<file path="src/rtl/rr_burst_arbiter_pkg.sv">
// -----------------------------------------------------------------------------
// rr_burst_arbiter_pkg
//   Shared definitions for the round-robin burst arbiter: FSM state encoding
//   and the constant clog2 helper used to size channel-index and burst-count
//   fields.
// -----------------------------------------------------------------------------
package rr_burst_arbiter_pkg;

  // IDLE: searching for the next channel. BURST: a channel owns the output.
  typedef enum logic [0:0] {
    ST_IDLE  = 1'b0,
    ST_BURST = 1'b1
  } arb_state_e;

  // Ceiling log2, usable in parameter/port declarations. clog2(1) = 0.
  function automatic int clog2(input int value);
    int result;
    int v;
    result = 0;
    v      = value - 1;
    while (v > 0) begin
      result++;
      v = v >> 1;
    end
    return result;
  endfunction

endpackage

</file>
<file path="src/rtl/rr_burst_arbiter_if.sv">
// -----------------------------------------------------------------------------
// rr_burst_arbiter_if
//   Source-side and sink-side handshake bundle of the arbiter.
//     req        : per-channel FIFO not-empty (first-word-fall-through)
//     hold       : per-channel "packet not complete, keep the grant"
//     data_in    : channel c on bits [c*DATA_WIDTH +: DATA_WIDTH]
//     read_grant : one-hot-or-zero pop strobe back to the sources
//     out_valid  : out_data/out_ch hold a word
//     out_data   : merged word
//     out_ch     : source index of out_data
//     out_ready  : downstream accepts out_data this cycle
//   Modports: master = arbiter side, slave = sources + sink side.
// -----------------------------------------------------------------------------
interface rr_burst_arbiter_if #(
  parameter int N_CH       = 10,
  parameter int DATA_WIDTH = 32
);
  import rr_burst_arbiter_pkg::*;

  localparam int CW = clog2(N_CH);

  logic [N_CH-1:0]            req;
  logic [N_CH-1:0]            hold;
  logic [N_CH*DATA_WIDTH-1:0] data_in;
  logic [N_CH-1:0]            read_grant;
  logic                       out_valid;
  logic [DATA_WIDTH-1:0]      out_data;
  logic [CW-1:0]              out_ch;
  logic                       out_ready;

  modport master (
    input  req, hold, data_in, out_ready,
    output read_grant, out_valid, out_data, out_ch
  );

  modport slave (
    output req, hold, data_in, out_ready,
    input  read_grant, out_valid, out_data, out_ch
  );

endinterface

</file>
<file path="src/rtl/rr_pick.sv">
// -----------------------------------------------------------------------------
// rr_pick
//   Rotating priority search: returns the first set bit of `eligible`
//   looking upward from (last + 1) mod N_CH, wrapping around. `last` itself
//   is examined last, so a lone requester keeps winning.
//   Ports:
//     eligible : candidate mask
//     last     : channel most recently granted
//     found    : at least one bit of eligible is set
//     index    : winning channel (0 when found = 0)
// -----------------------------------------------------------------------------
module rr_pick
  import rr_burst_arbiter_pkg::*;
#(
  parameter int  N_CH = 10,
  localparam int CW   = clog2(N_CH)
) (
  input  logic [N_CH-1:0] eligible,
  input  logic [CW-1:0]   last,
  output logic            found,
  output logic [CW-1:0]   index
);

  // (base + off) mod N_CH for off in 1..N_CH; one subtraction is enough.
  function automatic int wrap_add(input logic [CW-1:0] base, input int off);
    int s;
    s = int'(base) + off;
    return (s >= N_CH) ? s - N_CH : s;
  endfunction

  logic [CW-1:0] cand;

  always_comb begin
    // NOTE: every output gets a default before the loop, otherwise a path
    // that assigns nothing would infer a latch.
    found = 1'b0;
    index = '0;
    cand  = '0;
    // Walk from the farthest offset to the nearest so the nearest eligible
    // channel is the last assignment and therefore wins.
    for (int off = N_CH; off >= 1; off--) begin
      cand = CW'(wrap_add(last, off));
      if (eligible[cand]) begin
        found = 1'b1;
        index = cand;
      end
    end
  end

endmodule

</file>
<file path="src/rtl/rr_burst_arbiter.sv">
// -----------------------------------------------------------------------------
// rr_burst_arbiter
//   Merges N_CH first-word-fall-through sources onto one output stream.
//   Channels are served round-robin; a winner keeps the grant for up to
//   burst_len words (0 behaves as 1), longer while it asserts hold, and the
//   granted word is registered onto out_data with one cycle of latency at
//   full throughput.
//   Ports:
//     clk, rst_n : clock, asynchronous active-low reset (clean deassertion
//                  is provided by the reset synchroniser at instantiation)
//     ch_en      : per-channel enable mask
//     burst_len  : words per grant, sampled when a grant starts
//     busy       : FSM is in BURST
//     bus        : source/sink handshake (rr_burst_arbiter_if.master)
// -----------------------------------------------------------------------------
module rr_burst_arbiter
  import rr_burst_arbiter_pkg::*;
#(
  parameter int  N_CH       = 10,
  parameter int  DATA_WIDTH = 32,
  parameter int  BURST_MAX  = 16,
  localparam int BW         = clog2(BURST_MAX + 1),
  localparam int CW         = clog2(N_CH)
) (
  input  logic                clk,
  input  logic                rst_n,
  input  logic [N_CH-1:0]     ch_en,
  input  logic [BW-1:0]       burst_len,
  output logic                busy,
  rr_burst_arbiter_if.master  bus
);

  localparam logic [CW-1:0] LAST_RST = CW'(N_CH - 1);

  arb_state_e            state_q, state_d;
  logic [CW-1:0]         cur_q;
  logic [CW-1:0]         last_q;
  logic [BW-1:0]         cnt_q;
  logic [BW-1:0]         len_q;
  logic [BW-1:0]         cnt_next;
  logic [BW-1:0]         eff_len;

  logic [N_CH-1:0]       eligible;
  logic                  space;
  logic                  pick_found;
  logic [CW-1:0]         pick_idx;

  logic                  start;
  logic                  grant_any;
  logic [CW-1:0]         grant_idx;

  logic                  out_valid_q;
  logic [DATA_WIDTH-1:0] out_data_q;
  logic [CW-1:0]         out_ch_q;

  // The output register can take a word if it is empty or being drained.
  assign space    = !out_valid_q || bus.out_ready;
  assign eligible = bus.req & ch_en;
  assign eff_len  = (burst_len == '0) ? BW'(1) : burst_len;

  rr_pick #(.N_CH(N_CH)) u_pick (
    .eligible (eligible),
    .last     (last_q),
    .found    (pick_found),
    .index    (pick_idx)
  );

  // ---------------------------------------------------------------- state reg
  always_ff @(posedge clk or negedge rst_n) begin
    // NOTE: sequential state uses non-blocking assignments so every flop
    // samples pre-edge values regardless of process ordering.
    if (!rst_n) state_q <= ST_IDLE;
    else        state_q <= state_d;
  end

  // --------------------------------------------------------------- output comb
  // Grant decision, pop strobe and busy flag.
  always_comb begin
    start     = 1'b0;
    grant_any = 1'b0;
    grant_idx = cur_q;
    unique case (state_q)
      ST_IDLE: begin
        if (pick_found && space) begin
          start     = 1'b1;
          grant_any = 1'b1;
          grant_idx = pick_idx;
        end
      end
      ST_BURST: begin
        // A disabled owner gets nothing this cycle; the FSM releases below.
        if (ch_en[cur_q] && bus.req[cur_q] && space) grant_any = 1'b1;
      end
      default: ;
    endcase
    // Reset gates the pop strobe combinationally, ahead of the flops.
    if (!rst_n) begin
      start     = 1'b0;
      grant_any = 1'b0;
    end
    bus.read_grant = grant_any ? (N_CH'(1) << grant_idx) : '0;
    busy           = (state_q == ST_BURST);
  end

  // Word count including this cycle's grant, saturating at BURST_MAX.
  always_comb begin
    cnt_next = cnt_q;
    if (start)                                       cnt_next = BW'(1);
    else if (grant_any && (cnt_q < BW'(BURST_MAX)))  cnt_next = cnt_q + BW'(1);
  end

  // ----------------------------------------------------------- next-state comb
  always_comb begin
    state_d = state_q;
    unique case (state_q)
      ST_IDLE: begin
        // A one-word grant without hold is already complete: stay in IDLE
        // so the next channel can be picked on the very next cycle.
        if (start && (bus.hold[pick_idx] || (eff_len > BW'(1))))
          state_d = ST_BURST;
      end
      ST_BURST: begin
        if (!ch_en[cur_q])
          state_d = ST_IDLE;
        else if (!bus.hold[cur_q] && ((cnt_next >= len_q) || !bus.req[cur_q]))
          state_d = ST_IDLE;
      end
      default: state_d = ST_IDLE;
    endcase
  end

  // --------------------------------------------------------- burst bookkeeping
  always_ff @(posedge clk or negedge rst_n) begin
    if (!rst_n) begin
      cur_q  <= '0;
      last_q <= LAST_RST;   // channel 0 is searched first out of reset
      cnt_q  <= '0;
      len_q  <= '0;
    end else begin
      cnt_q <= cnt_next;
      if (start) begin
        cur_q  <= pick_idx;
        last_q <= pick_idx;
        len_q  <= eff_len;  // burst length is frozen for this grant
      end
    end
  end

  // ------------------------------------------------------------ output register
  always_ff @(posedge clk or negedge rst_n) begin
    if (!rst_n) begin
      // NOTE: the data register is reset too, so out_data reads a defined 0
      // after reset rather than whatever the flops powered up with.
      out_valid_q <= 1'b0;
      out_data_q  <= '0;
      out_ch_q    <= '0;
    end else if (grant_any) begin
      out_valid_q <= 1'b1;
      out_data_q  <= bus.data_in[int'(grant_idx) * DATA_WIDTH +: DATA_WIDTH];
      out_ch_q    <= grant_idx;
    end else if (bus.out_ready) begin
      out_valid_q <= 1'b0;
    end
  end

  assign bus.out_valid = out_valid_q;
  assign bus.out_data  = out_data_q;
  assign bus.out_ch    = out_ch_q;

endmodule

</file>
<file path="src/flat_wrapper.sv">
// flat-port wrapper written by rule: the top's interface ports become plain ports
module rr_burst_arbiter_flat import rr_burst_arbiter_pkg::*;
#(
  parameter int  N_CH       = 10,
  parameter int  DATA_WIDTH = 32,
  parameter int  BURST_MAX  = 16,
  localparam int BW         = clog2(BURST_MAX + 1),
  localparam int CW         = clog2(N_CH)
)
  (clk, rst_n, ch_en, burst_len, busy, bus_req, bus_hold, bus_data_in, bus_out_ready, bus_read_grant, bus_out_valid, bus_out_data, bus_out_ch);
  rr_burst_arbiter_if #(.N_CH(N_CH), .DATA_WIDTH(DATA_WIDTH)) bus_i ();
  input  logic clk;
  input  logic rst_n;
  input  logic [N_CH-1:0] ch_en;
  input  logic [BW-1:0] burst_len;
  output logic busy;
  input wire logic [$bits(bus_i.req)-1:0] bus_req;
  input wire logic [$bits(bus_i.hold)-1:0] bus_hold;
  input wire logic [$bits(bus_i.data_in)-1:0] bus_data_in;
  input wire logic [$bits(bus_i.out_ready)-1:0] bus_out_ready;
  output wire logic [$bits(bus_i.read_grant)-1:0] bus_read_grant;
  output wire logic [$bits(bus_i.out_valid)-1:0] bus_out_valid;
  output wire logic [$bits(bus_i.out_data)-1:0] bus_out_data;
  output wire logic [$bits(bus_i.out_ch)-1:0] bus_out_ch;
  assign bus_i.req = bus_req;
  assign bus_i.hold = bus_hold;
  assign bus_i.data_in = bus_data_in;
  assign bus_i.out_ready = bus_out_ready;
  assign bus_read_grant = bus_i.read_grant;
  assign bus_out_valid = bus_i.out_valid;
  assign bus_out_data = bus_i.out_data;
  assign bus_out_ch = bus_i.out_ch;
  rr_burst_arbiter #(.N_CH(N_CH), .DATA_WIDTH(DATA_WIDTH), .BURST_MAX(BURST_MAX)) u_core (.clk(clk), .rst_n(rst_n), .ch_en(ch_en), .burst_len(burst_len), .busy(busy), .bus(bus_i));
endmodule
</file>
<file path="config.mk">
export PLATFORM = sky130hd
export DESIGN_NAME = rr_burst_arbiter_flat
export DESIGN_NICKNAME = d
export VERILOG_FILES = /design/src/rtl/rr_burst_arbiter_pkg.sv /design/src/rtl/rr_burst_arbiter_if.sv /design/src/rtl/rr_pick.sv /design/src/rtl/rr_burst_arbiter.sv /design/src/flat_wrapper.sv
export SDC_FILE = /design/constraint.sdc
export NUM_CORES = 1
export LEC_CHECK = 0
export CORE_AREA = 2 2 157 159
export CTS_BUF_LIST = sky130_fd_sc_hd__clkbuf_2
export CTS_CLUSTER_DIAMETER = 200
export DETAILED_ROUTE_END_ITERATION = 16
export DIE_AREA = 0 0 159 161
export PLACE_DENSITY = 0.8
export REMOVE_ABC_BUFFERS = 1
export SLEW_MARGIN = 20
export SYNTH_ARGS = -nofsm -noshare
export SYNTH_HDL_FRONTEND = slang
export SYNTH_HIERARCHICAL = 1
export SYNTH_SLANG_ARGS = --single-unit
</file>
<file path="constraint.sdc">
create_clock -name clk -period 13.1 [get_ports clk]
set_input_delay 1.965 -clock clk [delete_from_list [all_inputs] [get_ports clk]]
set_output_delay 1.965 -clock clk [all_outputs]
set_load 0.1 [all_outputs]
</file>
Yosys cells after proc, flatten, opt, wreduce, memory -nomap -nowiden
Cells that the tools add are included. W data, S select, Z words.

Bits in registers: 56. Output and inout bits: 48. Logic and storage cells: 148.

Add/sub/neg operators: 21. Order comparisons: 25. Shifts and indexed selects: 2. Multiplexer cells: 76. Bitwise logic cells: 2. Reduce and logical (&&, ||, !) cells: 14.

Operator list (number): $shiftx A320 B10 Y32 (1); $mux W4 (22); $lt A4 B5 Y1 const B (12); $bmux W1 S4 (14); $ge A5 B4 Y1 const B (10); $sub A4 B4 Y4 const B (10); $mux W1 (34); $add A4 B3 Y5 const B (4); $add A4 B4 Y5 const B (3); $mux W5 (3); $add A4 B2 Y5 const B (2); $and A10 B10 Y10 (1); $mux W10 (1); $shl A1 B4 Y10 const A (1); $logic_and A1 B1 Y1 (6); $add A4 B1 Y5 const B (1); $add A5 B1 Y5 const B (1); $ge A5 B5 Y1 (1); $gt A5 B1 Y1 const B (1); $logic_not A5 Y1 (1); $lt A5 B5 Y1 const B (1); $pmux W1 S2 (2); $logic_not A1 Y1 (3); $logic_or A1 B1 Y1 (3); 2 further kinds (2).

Logic depth before layout (Yosys ltp)
Gate-level depths: netlist of the first run.

Depth after elaboration: 28. Mapped depth: 29. Gate-level depth less buffers: 21.

By module
Netlist of the first run, hierarchy kept.

By module, submodules not included: rr_burst_arbiter (instances 1, cells an instance 973, area an instance 6731.5 sq um, seq. area each 1353.8 sq um); rr_pick (instances 1, cells an instance 401, area an instance 2955.3 sq um, seq. area each 0.0 sq um).

Least setup slack after synthesis of the first run
No wires, ideal clock.

Path type: input to output. Start: input bus_req[7]. End: output bus_read_grant[8]. Arrival time: 6.947 ns. Data required time: 11.135 ns. Slack: 4.188 ns. Stages: 17. Path buffers: 3. Path through: and2_1 > mux2_2 > nor3_1 > a2111oi_0 > a311oi_1 > nand2_1 > nor4_1 > and3b_1 > nand4_1 > nor2b_1 > buf_2 > buf_1 > a211oi_2 > a311oi_4 > buf_2 > nand2_1 > nor3_1.

Longest elaborated chain between the ends: 18. Elaborated cells on any way between the ends: 54. Classes of those cells: shift (1); mux (49); bitwise (1); reduce/logical (3).

RTL lines: start, declared (line flat_wrapper.sv:17) `input wire logic [$bits(bus_i.req)-1:0] bus_req;`; $and A10 B10 Y10 (*) (line rr_burst_arbiter.sv:58) `assign eligible = bus.req & ch_en;`; $bmux W1 S4 (line rr_pick.sv:43) `if (eligible[cand]) begin`; $mux W1 (implied by the code) (line rr_pick.sv:43); $mux W1 (9 in a row) (line rr_pick.sv:43); $mux W1 (*) (line rr_pick.sv:43); via u_core.pick_found (line rr_burst_arbiter.sv:45) `logic pick_found;`; $logic_and A1 B1 Y1 (*) (line rr_burst_arbiter.sv:84) `if (pick_found && space) begin`; $mux W1 / $mux W4 (equally long branches) (line rr_burst_arbiter.sv:84); $pmux W1 S2 / $mux W4 (equally long branches) (line rr_burst_arbiter.sv:82) `unique case (state_q)`; $mux W1 / $shl A1 B4 Y10 (equally long branches) (line rr_burst_arbiter.sv:97, rr_burst_arbiter.sv:101); $mux W10 (*) (line rr_burst_arbiter.sv:101) `bus.read_grant = grant_any ? (N_CH'(1) << grant_idx) : '0;`; end, declared (line flat_wrapper.sv:21) `output wire logic [$bits(bus_i.read_grant)-1:0] bus_read_grant;`.

Mark *: on every way through the listed nets, which the timed path passes. The rest lies on a longest branch. The select of a mux whose other input is x is not followed.

Worst setup path after layout of the first run
Start: register u_core.cur_q[1]. End: output bus_read_grant[3].

Longest elaborated chain between the ends: 8. Elaborated cells on any way between the ends: 13. Classes of those cells: shift (1); mux (10); reduce/logical (2).

RTL lines: start, declared (line rr_burst_arbiter.sv:36) `logic [CW-1:0] cur_q;`; start signal, assigned (line rr_burst_arbiter.sv:142) `cur_q <= pick_idx;`; $bmux W1 S4 (line rr_burst_arbiter.sv:92) `if (ch_en[cur_q] && bus.req[cur_q] && space) grant_any = 1'b1;`; $mux W1 (implied by the code) (line rr_burst_arbiter.sv:92); $logic_and A1 B1 Y1 (2 in a row) (line rr_burst_arbiter.sv:92); $mux W1 (line rr_burst_arbiter.sv:92); $pmux W1 S2 (line rr_burst_arbiter.sv:82); $mux W1 (line rr_burst_arbiter.sv:97) `if (!rst_n) begin`; $mux W10 (*) (line rr_burst_arbiter.sv:101).

Mark *: on every way between the ends. The rest lies on a longest branch, timed or not. The select of a mux whose other input is x is not followed.

==> results.txt, run 1 <==
status: complete, no violations
DRC viols: 0
met2 usage: 57.92%
Hold Path Class: flip-flop to flip-flop
Post-CTS Setup Inserts: 0
Worst EP required: 11.14 ns
RSZ-0062 raised after global routing: false
Clock Skews: 0.03941 ns
final-report max-slew violation count: 0
DIE WIDTH: 159 um
dpl ws: 3.312 ns
slew margin rel.: 21.90%
CTS Buffer Depth: 2
H-tree Lvls: 2
vias in the first global route: 12,074
Area Growth Syn to Fin: 43.74%
slowest stage delay, CP: 1.16 ns
worst setup margin: 2.763 ns
Slowest cell on crit path: clkdlybuf4s50_1
Worst setup endpoint: bus_read_grant[3]
Resized Gates After CTS: 0
Post-Syn Instances: 1,374
Yosys warning count: 6
reg2reg end: u_core/bus.out_data[30]$_DFFE_PN0P_
Crit Path Max Fanout: 46
CTS clk-pin slew, worst paths: 0.35 ns
post-route core utilization: 58.10%
DP HPWL: 38,660 um
final hold violation count: 0
hold_buf cts: 0
Pre-antenna DRT Iters: 8
total negative setup slack: 0 ns
top_reg_cell synth: dfrtp_1
Worst Reg-to-Reg Cells: 21
gr busiest metal: met2
number of synthesized flops with an enable pin: 0
detailed-route via count: 12,660
layout cells sized above 1: 6.790%
most common cell after layout, fill and taps aside: clkdlybuf4s50_1
routing usage on met1: 49.09%
Arrival @ worst endpoint: 8.37 ns
CTS Buf Count: 5
initial antenna violation count: 8
Clk Latency, worst-skew pair: 0.53 ns
Startpoint Class: flip-flop
Filler cells: 2,257
core area: 23,960 um^2
global-route wire length before repair: 74,800 um
met3 Use GR: 12.38%
worst r2r src: u_core/cur_q[1]$_DFFE_PN0P_
global placement routability congestion: 0.9953
Initial Utilization: 40.42%
CTS Sinks: 54
post-route antenna net violation count: 0
Min-Delay Path Depth: 2
final setup fails: 0
most frequent cells in the layout: 401 x clkdlybuf4s50_1, 187 x nand2_1, 84 x nor2_1, 84 x o21ai_0, 83 x nand2b_1
average cell area after synthesis: 7.050 um^2
area of the mapped netlist: 9687 um^2
gr usage total: 37.91%
synthesized flop and latch total: 54
period utilization: 78.91%
worst-margin pin slew: 1.168 ns
FF-to-FF setup slack: 5.10 ns
# rows: 57
die height: 161 um
WL per Instance: 25.36 um
DR iter-0 viols: 1,563
Max-cap violations: 0
IO Pins: 406
cells along the critical path: inv_1 > ha_1 > buf_4 > inv_1 > ha_1 > a32oi_1 > a211oi_1 > nor2_1 > mux2i_1 > a2bb2oi_2 > nand4_1 > nand2b_2 > nor2_1 > a21oi_4 > buf_4 > nand3_1 > nor2b_1 > clkdlybuf4s50_1
final net count: 2,065
total grt overflow: 0
Final Critical Period: 10.34 ns
Seq/Total Area, Yosys: 13.98%
root buffer cell: clkbuf_2
Die ar.: 25,600 um^2
CTS tree: yes
CP Class: flip-flop to output pin
Worst Setup End Kind: output pin
vias per cell: 6.295
Setup crit start: u_core/cur_q[1]$_DFFE_PN0P_
Final Routed Wirelength: 51,010 um
largest net degree at the start of global routing: 74
FFs w/ async S/R, synth: 100.0%
Max Freq: 96.74 MHz
port bufs: 405
Cell variety after synth: 91
[sequential cells by signal, summed over array words and instances (netlist names)]
name	count
u_core/last_q	2
u_core/cnt_q	5
u_core/busy	1
u_core/bus.out_valid	1
u_core/len_q	5
u_core/bus.out_data	32
u_core/cur_q	4
u_core/bus.out_ch	4
[cell families after synthesis]
group | Yosys count | synth area share (%)
buffers and inverters | 186 | 8.099
AND/OR/NAND/NOR | 512 | 26.13
multiplexers | 66 | 8.615
flip-flops | 54 | 13.98
AO/OA/AOI/OAI | 515 | 37.92
XOR/XNOR | 12 | 1.434
adder cells (fa/ha/maj) | 29 | 3.823
[critical path, delay by kind of cell, from the launching register on]
family                     cells  cell delay, ns
buffers and inverters          5            2.67
and+or+nand+nor                6            1.89
AOI/OAI and AO/OA              4            1.19
adders and majority gates      2            0.84
DFF                            1            0.83
muxes                          1            0.37
[Yosys cell counts (7+ instances only)]
master / instances / area, um^2
nand3_1: 47 / 235.2
o211ai_1: 37 / 277.8
mux4_2: 12 / 270.3
inv_1: 56 / 210.2
nand4_1: 8 / 50.05
nor2b_1: 15 / 93.84
a22oi_1: 33 / 247.7
o21ai_0: 84 / 420.4
nor2_1: 85 / 319.1
and3_1: 8 / 50.05
o21bai_1: 7 / 52.55
a21o_1: 35 / 262.8
clkbuf_1: 86 / 322.8
buf_4: 12 / 90.09
ha_1: 28 / 350.3
o2111ai_1: 33 / 289.0
buf_2: 27 / 135.1
nand2_1: 189 / 709.4
a21oi_1: 65 / 325.3
nand2b_1: 85 / 531.8
mux2i_1: 35 / 350.3
o22ai_1: 37 / 231.5
o21ai_1: 7 / 35.03
nor3_1: 12 / 60.06
a221o_1: 34 / 340.3
dfrtp_1: 52 / 1301
xnor2_1: 8 / 70.07
a31oi_1: 39 / 244.0
mux2_2: 19 / 214.0
a211oi_1: 40 / 300.3
and2_1: 15 / 93.84
[per-stage QoR]
stage	cell area, um^2	std cells	hold WS (ns)
finish	13920	2011	0.5355
global route	13920	2011	0.5646
CTS	13900	2002	0.5324
detailed placement	13850	1994	0.4740
global placement	13850	1994	0.4639
floorplan	9112	1244	0.4453
[routing by layer]
| layer | vias up | share of wire (%) |
|---|---|---|
| met5 | - | 0 |
| met4 | 0 | 4.4 |
| met3 | 122 | 12 |
| met2 | 775 | 44 |
| met1 | 6010 | 39 |
| li1 | 5753 | - |
[layout make-up]
type | instances | area, um^2 | area share, %
repair buffers | 427 | 4212 | 30.25
clock buffers | 6 | 30.03 | 0.2157
multi-input cells | 1134 | 7674 | 55.11
inverters | 56 | 210.2 | 1.510
clock inverters | 2 | 15.01 | 0.1078
diodes | 8 | 20.02 | 0.1438
well taps | 324 | 405.4 | 2.912
flip-flops and latches | 54 | 1358 | 9.750
[how the worst min path moves through the flow]
stage | from | endpoint | slack, ns
floorplan | u_core/len_q[0]$_DFFE_PN0P_ | u_core/len_q[0]$_DFFE_PN0P_ | 0.45
global placement | u_core/len_q[0]$_DFFE_PN0P_ | u_core/len_q[0]$_DFFE_PN0P_ | 0.46
detailed placement | u_core/len_q[0]$_DFFE_PN0P_ | u_core/len_q[0]$_DFFE_PN0P_ | 0.47
CTS | u_core/len_q[0]$_DFFE_PN0P_ | u_core/len_q[0]$_DFFE_PN0P_ | 0.53
global route | u_core/len_q[0]$_DFFE_PN0P_ | u_core/len_q[0]$_DFFE_PN0P_ | 0.56
finish | u_core/len_q[0]$_DFFE_PN0P_ | u_core/len_q[0]$_DFFE_PN0P_ | 0.54
Power of run 1 is not shown: default switching activity piles up to over one toggle a cycle in this logic, so the estimate is an artifact.
==> inputs of run 2 (changes only) <==
- CORE_AREA: 2 2 157 159 -> 2 2 159 161
- DIE_AREA: 0 0 159 161 -> 0 0 161 163
- PLACE_DENSITY: 0.8 -> 0.78
- clock period: 13.1 -> 9.9 ns (I/O delays scaled with it)
==> run 2 against run 1 <==
Core utilization shrank 1.8 points. Cell area shrank 0.29%. Worst setup slack got worse by 1.4 ns. Non-clock buffer count is 1 higher. Critical path depth up 1. Sequential share of layout area barely moved. Critical endpoint is now bus_read_grant[5]. Largest cell class unchanged.
==> results.txt, run 2 (synthesis results as in run 1) <==
final-report max-slew violation count: 0
most common cell after layout, fill and taps aside: clkdlybuf4s50_1
vias per cell: 6.294
CTS tree: yes
DRC viols: 0
detailed-route via count: 12,682
DP HPWL: 37,930 um
Min-Delay Path Depth: 1
Startpoint Class: flip-flop
vias in the first global route: 11,751
Area Growth Syn to Fin: 43.32%
Worst EP required: 8.42 ns
FF+latch area: 1358 um^2
CTS Buffer Depth: 2
Slowest cell on crit path: dfrtp_4
reg2reg end: u_core/bus.out_data[6]$_DFFE_PN0P_
largest net degree at the start of global routing: 76
fin cells: 2,015
Clk Latency, worst-skew pair: 0.57 ns
Pre-antenna DRT Iters: 6
gr usage total: 35.89%
Crit Path Max Fanout: 40
Setup crit start: u_core/cur_q[1]$_DFFE_PN0P_
Filler cells: 2,325
worst r2r src: u_core/cur_q[1]$_DFFE_PN0P_
# rows: 58
final setup fails: 0
DIE WIDTH: 161 um
global placement routability congestion: 1.064
Critical path buffers and inverters: 4
Final Routed Wirelength: 49,820 um
RSZ-0062 raised after global routing: false
slowest stage delay, CP: 0.75 ns
Max-cap violations: 0
root buffer cell: clkbuf_2
Final Critical Period: 8.560 ns
CTS clk-pin slew, worst paths: 0.39 ns
CTS Buf Count: 5
layout cells sized above 1: 7.560%
status: complete, no violations
slew margin rel.: 20.34%
max FFs per register: 32
cells along the critical path: inv_1 > ha_1 > xnor2_1 > inv_1 > ha_1 > nand2b_1 > a21oi_1 > o211ai_1 > a2bb2oi_1 > nand4_1 > and3_1 > nand4_1 > nor2b_4 > buf_4 > a21oi_1 > a21oi_4 > nand3_1 > nor2b_1 > buf_4
Die ar.: 26,240 um^2
Hold Path Class: flip-flop to flip-flop
# placed instances: 2,002
final hold violation count: 0
footprint of the multi-input gates: 7670 um^2
Max Freq: 116.8 MHz
Initial Utilization: 39.26%
initial antenna violation count: 4
WHS Endpoint: u_core/len_q[4]$_DFFE_PN0P_
most frequent cells in the layout: 389 x clkdlybuf4s50_1, 187 x nand2_1, 84 x nor2_1, 84 x o21ai_0, 83 x nand2b_1
Worst Min Path Start: u_core/len_q[4]$_DFFE_PN0P_
FF-to-FF setup slack: 2.27 ns
WL per Instance: 24.73 um
period utilization: 86.47%
hold_buf cts: 0
CP delay by family, top: simple AND/OR/NAND/NOR gates
Clock Skews: 0.05573 ns
port bufs: 405
CP Class: flip-flop to output pin
core area: 24,670 um^2
Arrival @ worst endpoint: 7.08 ns
H-tree Lvls: 2
total grt overflow: 0
IO Pins: 406
final net count: 2,066
Post-CTS Setup Inserts: 0
Resized Gates After CTS: 0
worst-margin pin slew: 1.191 ns
global-route wire length before repair: 72,210 um
post-route antenna net violation count: 0
Worst Setup End Kind: output pin
CTS Sinks: 54
DR iter-0 viols: 1,531
Worst Reg-to-Reg Cells: 19
die height: 163 um
[run 2: changes by cell type in the layout (fill, tap and decap cells not counted), sizes merged]
cell and change:
inv +1, clkbuf -1, clkdlybuf4s50 -12, diode -3, buf +13
[run 2: final cells by class]
type	count	area share (%)
Sequential cell	54	9.778
Clock buffer	5	0.1802
Antenna cell	5	0.09012
Multi-Input combinational cell	1134	55.25
Clock inverter	3	0.1712
Inverter	56	1.514
Tap cell	330	2.974
Timing Repair Buffer	428	30.05
[run 2: per-layer routing]
metal | vias to the layer above | part of all wire, % | track usage [%]
met5 | - | 0 | 0
met3 | 105 | 11 | 8.811
met1 | 6051 | 40 | 47.32
met4 | 0 | 3.5 | 12.62
li1 | 5754 | - | -
met2 | 772 | 46 | 57.26
[run 2: worst max path at each step]
stage	to	slack [ns]	cells after the start
floorplan	bus_read_grant[8]	-2.34	17
global placement	bus_read_grant[7]	2.22	19
detailed placement	bus_read_grant[5]	2.19	19
CTS	bus_read_grant[5]	1.44	19
global route	bus_read_grant[7]	0.92	19
finish	bus_read_grant[5]	1.34	19
[run 2: metrics by stage]
stage / area [um^2] / utilization [%] / worst slack [ns] / hold WS, ns / TNS [ns]
after floorplan: 9112 / - / -2.336 / 0.4453 / -26.76
after global placement: 13850 / 56.12 / 2.221 / 0.4631 / 0
after detailed placement: 13850 / 56.12 / 2.189 / 0.4911 / 0
after CTS: 13890 / 56.31 / 1.443 / 0.5526 / 0
after global routing: 13880 / 56.26 / 0.9197 / 0.5754 / 0
final: 13880 / 56.27 / 1.340 / 0.5578 / 0
Power of run 2 is left out for the same reason.
